**src/rtl/muldiv_iter.sv**
```systemverilog
// rtl/muldiv_iter.sv - iterative RV32M/RV64M multiply/divide unit with tagged results
//
// Purpose: accepts one multiply or divide per request handshake. The operation
// iterates on operand magnitudes: shift-add multiply retiring MUL_STEP bits per
// cycle, or restoring divide retiring one quotient bit per cycle. A single FIXUP
// cycle then applies the sign. Divide-by-zero and signed overflow complete one
// cycle after acceptance.
//
// Ports:
//   clk          rising-edge clock
//   rst          asynchronous reset, active low
//   flush_i      abort the current op; a same-cycle request is refused
//   req_valid_i  request valid
//   funct3_i     RV M-extension funct3 (MUL..REMU)
//   op_1_i       rs1 operand
//   op_2_i       rs2 operand
//   tag_i        opaque tag returned with the result
//   ready_o      unit can accept a request this cycle
//   valid_o      one-cycle result pulse
//   result_o     result, held until the next completion
//   tag_o        tag of the completed op, held like result_o
//   busy_o       iterating or fixing up the sign
module muldiv_iter #(
  parameter int XLEN     = 32,
  parameter int MUL_STEP = 1,
  parameter int TAG_W    = 5
) (
  input  logic             clk,
  input  logic             rst,
  input  logic             flush_i,
  input  logic             req_valid_i,
  input  logic [2:0]       funct3_i,
  input  logic [XLEN-1:0]  op_1_i,
  input  logic [XLEN-1:0]  op_2_i,
  input  logic [TAG_W-1:0] tag_i,
  output logic             ready_o,
  output logic             valid_o,
  output logic [XLEN-1:0]  result_o,
  output logic [TAG_W-1:0] tag_o,
  output logic             busy_o
);

  localparam int              CW       = $clog2(XLEN);
  localparam logic [CW-1:0]   MUL_LAST = CW'(XLEN / MUL_STEP - 1);
  localparam logic [CW-1:0]   DIV_LAST = CW'(XLEN - 1);
  localparam logic [CW-1:0]   CNT_ONE  = CW'(1);
  localparam logic [XLEN-1:0] INT_MIN  = {1'b1, {(XLEN-1){1'b0}}};

  typedef enum logic [1:0] {
    S_IDLE,
    S_CALC,
    S_FIXUP,
    S_DONE
  } state_t;

  state_t            state;
  logic [CW-1:0]     cnt;
  // Multiply: {product high, multiplier being consumed}.
  // Divide:   {partial remainder, dividend shifting into quotient}.
  logic [2*XLEN-1:0] acc;
  logic [XLEN-1:0]   op_mag;     // multiplicand or divisor magnitude
  logic [2:0]        f3;
  logic [TAG_W-1:0]  tag_q;
  logic              neg_q;      // product or quotient must be negated
  logic              neg_r;      // remainder must be negated (dividend negative)

  logic accept;

  assign ready_o = ((state == S_IDLE) || (state == S_DONE)) && !flush_i;
  assign accept  = req_valid_i && ready_o;
  assign busy_o  = (state == S_CALC) || (state == S_FIXUP);

  // Request decode: signedness, magnitudes and divide fast paths
  logic            in_div;
  logic            in_signed_1;
  logic            in_signed_2;
  logic            in_neg_1;
  logic            in_neg_2;
  logic            div_zero;
  logic            div_ovf;
  logic            fast;
  logic [XLEN-1:0] mag_1;
  logic [XLEN-1:0] mag_2;
  logic [XLEN-1:0] fast_res;

  always_comb begin
    in_div      = funct3_i[2];
    in_signed_1 = (funct3_i == 3'b001) || (funct3_i == 3'b010) ||
                  (funct3_i == 3'b100) || (funct3_i == 3'b110);
    in_signed_2 = (funct3_i == 3'b001) || (funct3_i == 3'b100) ||
                  (funct3_i == 3'b110);
    in_neg_1    = in_signed_1 && op_1_i[XLEN-1];
    in_neg_2    = in_signed_2 && op_2_i[XLEN-1];
    mag_1       = in_neg_1 ? -op_1_i : op_1_i;
    mag_2       = in_neg_2 ? -op_2_i : op_2_i;
    div_zero    = (op_2_i == '0);
    // funct3 bit 0 clear within the divide group selects the signed ops
    div_ovf     = !funct3_i[0] && (op_1_i == INT_MIN) && (op_2_i == '1);
    fast        = in_div && (div_zero || div_ovf);
    // funct3 bit 1 separates REM/REMU from DIV/DIVU
    if (div_zero) begin
      fast_res = funct3_i[1] ? op_1_i : '1;
    end else begin
      fast_res = funct3_i[1] ? '0 : op_1_i;
    end
  end

  // One iteration step
  logic [XLEN-1:0]          acc_hi;
  logic [XLEN-1:0]          acc_lo;
  logic [XLEN+MUL_STEP-1:0] mul_part;
  logic [XLEN+MUL_STEP-1:0] mul_sum;
  logic [XLEN:0]            div_shift;
  logic [XLEN:0]            div_diff;

  assign acc_hi = acc[2*XLEN-1:XLEN];
  assign acc_lo = acc[XLEN-1:0];

  always_comb begin
    mul_part = '0;
    for (int i = 0; i < MUL_STEP; i++) begin
      if (acc_lo[i]) begin
        mul_part = mul_part + ({{MUL_STEP{1'b0}}, op_mag} << i);
      end
    end
    mul_sum   = {{MUL_STEP{1'b0}}, acc_hi} + mul_part;
    div_shift = {acc_hi, acc_lo[XLEN-1]};
    div_diff  = div_shift - {1'b0, op_mag};
  end

  // Sign correction and result selection
  logic [2*XLEN-1:0] prod_fix;
  logic [XLEN-1:0]   quo_fix;
  logic [XLEN-1:0]   rem_fix;
  logic [XLEN-1:0]   fix_res;

  always_comb begin
    prod_fix = neg_q ? -acc : acc;
    quo_fix  = neg_q ? -acc_lo : acc_lo;
    rem_fix  = neg_r ? -acc_hi : acc_hi;
    case (f3)
      3'b000:                 fix_res = prod_fix[XLEN-1:0];
      3'b001, 3'b010, 3'b011: fix_res = prod_fix[2*XLEN-1:XLEN];
      3'b100, 3'b101:         fix_res = quo_fix;
      default:                fix_res = rem_fix;
    endcase
  end

  always_ff @(posedge clk or negedge rst) begin
    if (!rst) begin
      state    <= S_IDLE;
      cnt      <= '0;
      acc      <= '0;
      op_mag   <= '0;
      f3       <= '0;
      tag_q    <= '0;
      neg_q    <= 1'b0;
      neg_r    <= 1'b0;
      valid_o  <= 1'b0;
      result_o <= '0;
      tag_o    <= '0;
    end else begin
      valid_o <= 1'b0;
      if (flush_i) begin
        state <= S_IDLE;
      end else begin
        case (state)
          S_IDLE, S_DONE: begin
            if (accept) begin
              f3    <= funct3_i;
              tag_q <= tag_i;
              neg_q <= in_neg_1 ^ in_neg_2;
              neg_r <= in_neg_1;
              if (fast) begin
                state    <= S_DONE;
                valid_o  <= 1'b1;
                result_o <= fast_res;
                tag_o    <= tag_i;
              end else if (in_div) begin
                state  <= S_CALC;
                cnt    <= DIV_LAST;
                acc    <= {{XLEN{1'b0}}, mag_1};
                op_mag <= mag_2;
              end else begin
                state  <= S_CALC;
                cnt    <= MUL_LAST;
                acc    <= {{XLEN{1'b0}}, mag_2};
                op_mag <= mag_1;
              end
            end else begin
              state <= S_IDLE;
            end
          end
          S_CALC: begin
            if (f3[2]) begin
              // Restoring step: keep the difference only when it did not borrow
              if (!div_diff[XLEN]) begin
                acc <= {div_diff[XLEN-1:0], acc_lo[XLEN-2:0], 1'b1};
              end else begin
                acc <= {div_shift[XLEN-1:0], acc_lo[XLEN-2:0], 1'b0};
              end
            end else begin
              acc <= {mul_sum, acc_lo[XLEN-1:MUL_STEP]};
            end
            if (cnt == '0) begin
              state <= S_FIXUP;
            end else begin
              cnt <= cnt - CNT_ONE;
            end
          end
          S_FIXUP: begin
            state    <= S_DONE;
            valid_o  <= 1'b1;
            result_o <= fix_res;
            tag_o    <= tag_q;
          end
          default: state <= S_IDLE;
        endcase
      end
    end
  end

endmodule
```
**config.mk**
```make
export PLATFORM = sky130hd
export DESIGN_NAME = muldiv_iter
export DESIGN_NICKNAME = d
export VERILOG_FILES = /design/src/rtl/muldiv_iter.sv
export SDC_FILE = /design/constraint.sdc
export NUM_CORES = 1
export LEC_CHECK = 0
export ABC_CLOCK_PERIOD_IN_PS = 4370
export CORE_UTILIZATION = 50
export DETAILED_ROUTE_END_ITERATION = 8
export GPL_TIMING_DRIVEN = 0
export PLACE_DENSITY = 0.7
export RECOVER_POWER = 25
export SLEW_MARGIN = 20
export SYNTH_ARGS = -nofsm -noshare
export SYNTH_HDL_FRONTEND = slang
export SYNTH_SLANG_ARGS = --single-unit
```
**constraint.sdc**
```tcl
create_clock -name clk -period 4.37 [get_ports clk]
set_input_delay 0.874 -clock clk [delete_from_list [all_inputs] [get_ports clk]]
set_output_delay 0.874 -clock clk [all_outputs]
set_load 0.02 [all_outputs]
```
==> results.py <==
metrics = {
    "floorplan": {
        "die-height_um": 177.7,
        "dieArea_mm2": 0.03159,
        "coreArea_mm2": 0.03003,
        "die_x_um": 177.7,
        "initial_core_util_pct": 51.42,
        "rows": 63,
        "ioPinCount": 116,
    },
    "global_routing": {
        "grt-ovfl-total": 0,
        "track_usage_pct": 41.82,
        "grt_pass1_wl_mm": 97.12,
        "grt_max_degree": 94,
        "grt_pass1_vias": 15860,
        "antenna_found_initial": 1,
    },
    "status": {
        "violations": "max-capacitance violations, max-slew violations",
        "outcome": "complete, but fails checks",
    },
    "clock_tree": {
        "cts_buffers": 17,
        "cts_tree": "yes",
        "h-tree-depth": 4,
        "clockRootBuffer": "clkbuf_16",
        "clk_pin_slew_ns": 0.07,
        "clockBufferDepth": 2,
        "cts_num_sinks": 151,
        "insertion_delay_ns": 0.47,
    },
    "detailed_routing": {
        "dr.first_iter.drc_count": 2129,
        "drt-total-wl_mm": 65.72,
        "drt_first_pass_iters": 7,
        "wl_per_cell_um": 25.07,
        "avgViaCountPerCell": 6.548,
        "detail-route-antenna-nets": 0,
        "drc": 0,
        "via_count": 17160,
    },
    "timing": {
        "max_freq_ghz": 0.2372,
        "slew_headroom_pct": -125.1,
        "whs_ns": 0.4787,
        "fin_ws_ns": 0.1539,
        "fin_crit_ns": 4.216,
        "finalHoldViolations": 0,
        "worst_clock_skew_ns": 0.02271,
        "setup_viol": 0,
        "rsz0062_at_grt": "false",
        "slew_violations": 60,
        "fin_crit_sh_pct": 96.48,
        "fin_setup_tns_ns": 0,
        "tightest_slew_ns": 3.376,
    },
    "critical_path": {
        "end_kind": "flop",
        "cp.arrival_ns": 4.57,
        "crit_fanout": 10,
        "worstPathCellList": "inv_1 > ha_1 > fa_1 > nor2b_1 > o31a_1 > o31ai_4 > o21ai_2 > a31oi_2 > o21ai_2 > a211o_1 > clkbuf_1 > clkbuf_4 > clkbuf_4 > a21oi_1 > o21ai_0",
        "worstSetupPathType": "flop to flop",
        "crit_family": "compound AO/OA/AOI/OAI gates",
        "crit_slowest_cell": "dfrtp_1",
        "max_stage_delay_ns": 0.51,
        "worstSetupStartpointType": "flop",
        "worst-path-buf-inv": 4,
        "crit_required_ns": 4.72,
    },
    "logic_synthesis": {
        "syn_area_mm2": 0.01544,
        "syn_inst": 2080,
        "yosysMostFrequentCell": "nor2_1",
        "synthTopCellsByCount": "258 x nor2_1, 223 x nand2_1, 219 x a21oi_1",
        "synth_nets": 2231,
        "synthDistinctLibCells": 85,
        "ys.flop_type": "dfrtp_1",
        "yosysTopAreaCell": "dfrtp_1",
        "synthTopCellsByArea": "dfrtp_1 24%, a21oi_1 7.1%, nor2_1 6.3%, ha_1 5.9%, xnor2_1 5.7%",
        "postSynth.asyncResetShare_pct": 100.0,
        "syn-mean-instance-area_um2": 7.424,
        "ys_warn_count": 0,
        "synth_edf_count": 0,
        "synth_top_cell_area_share_pct": 24.47,
        "yosysSeqAreaShare_pct": 24.47,
        "ys_ff_latch": 151,
    },
    "run": {
        "cap_viol_max_count": 1,
    },
    "hold_path": {
        "hold_class": "flop to flop",
    },
    "placement": {
        "dpl_cell_area_mm2": 0.01711,
        "pre_cts_ws_ns": -0.8569,
        "dp_hpwl_mm": 52.10,
        "place_inst": 2586,
        "gp_congestion": 1.041,
        "io_buffers": 115,
    },
    "power_and_ir_drop": {
        "p_total_mw": 14.61,
        "power.density_mw_per_mm2": 818.3,
        "leakage_nw": 7.302,
        "ir_drop_uv": 520.8,
    },
    "cells_and_area": {
        "fin_cells": 2621,
        "drive_gt1_share_pct": 6.051,
        "layout.nets": 2369,
        "stdcell_area_mm2": 0.01785,
        "antenna_cells": 0,
        "area_growth_pct": 15.60,
        "fin_util_pct": 59.44,
    },
}
-- flip-flops by register name, indices dropped and copies added, names as in the netlist --
name      count
valid_o       1
state         2
neg_r         1
result_o     32
neg_q         1
tag_q         5
cnt           5
op_mag       32
tag_o         5
f3            3
acc          64
-- placed cells by master, fill, tap and decap left out, drive strengths merged, types with 23 or more instances in the layout --
cell type / instances
nor2: 258
nand2: 224
a21oi: 220
o21ai: 184
dfrtp: 151
clkbuf: 136
clkdlybuf4s50: 114
xnor2: 100
inv: 75
ha: 73
xor2: 71
a211oi: 48
nor3: 42
mux2: 35
a21o: 34
mux2i: 30
buf: 30
o31ai: 28
nand3: 24
or3: 23
-- worst reg2reg max path: stages, from the launching register on --
cell	delay, ns
dfrtp_1	0.51
inv_1	0.14
ha_1	0.27
fa_1	0.43
nor2b_1	0.19
o31a_1	0.25
o31ai_4	0.12
o21ai_2	0.26
a31oi_2	0.23
o21ai_2	0.31
a211o_1	0.17
clkbuf_1	0.24
clkbuf_4	0.34
clkbuf_4	0.32
a21oi_1	0.10
o21ai_0	0.24
-- what timing repair did --
| action | in CTS | in global routing |
|---|---|---|
| hold buffers | 0 | 0 |
| pin swaps | 1 | 3 |
| gates resized for setup | 15 | 21 |
| setup endpoints to repair | 36 | 72 |
| setup buffers | 0 | 4 |
-- area by class of cell --
cell class,count,area (um^2)
inverters,69,259.0
plain buffers,142,598.1
well taps,390,488.0
multi-input cells,1717,10920
fillers,2839,12180
repair buffers,120,1186
clock inverters,14,178.9
flip-flops and latches,151,3779
clock buffers,18,439.2
-- path summary, 6_finish.rpt --
kind / from / to / slack [ns] / cells past startpoint
setup / recovery: acc[31] / acc[36] / 0.15 / 15
hold / removal: op_mag[17] / op_mag[17] / 0.48 / 2
setup reg to reg: acc[31] / acc[36] / 0.15 / 15
hold reg to reg: op_mag[17] / op_mag[17] / 0.48 / 2
max in group asynchronous: rst / op_mag[11] / 0.65 / 2
min in group asynchronous: rst / result_o[24] / 1.57 / 1
-- where the power goes --
group / switching (mW) / internal (mW) / leakage [nW]
Combinational: 6.58 / 3.64 / 5.12
Clock: 0.732 / 0.884 / 0.301
Sequential: 0.772 / 2.00 / 1.88
Total: 8.09 / 6.52 / 7.30
-- metal layers --
| metal | up-vias | part of all wire [%] | global-route usage [%] |
|---|---|---|---|
| met5 | - | 0 | 0 |
| met3 | 183 | 11 | 11.63 |
| li1 | 7776 | - | - |
| met2 | 1021 | 44 | 63.67 |
| met4 | 0 | 5.4 | 21.12 |
| met1 | 8181 | 40 | 54.00 |
-- cell families (layout without fill, tap and decap cells) --
group | after synthesis | count (layout) | share of synthesized area [%]
adder cells (fa/ha/maj) | 93 | 93 | 7.341
multiplexers | 65 | 65 | 4.497
XOR/XNOR | 171 | 171 | 9.699
buffers and inverters | 212 | 363 | 5.429
flip-flops | 151 | 151 | 24.47
AO/OA/AOI/OAI | 694 | 694 | 28.14
AND/OR/NAND/NOR | 694 | 694 | 20.43
Power figures use the tool's default switching activity.
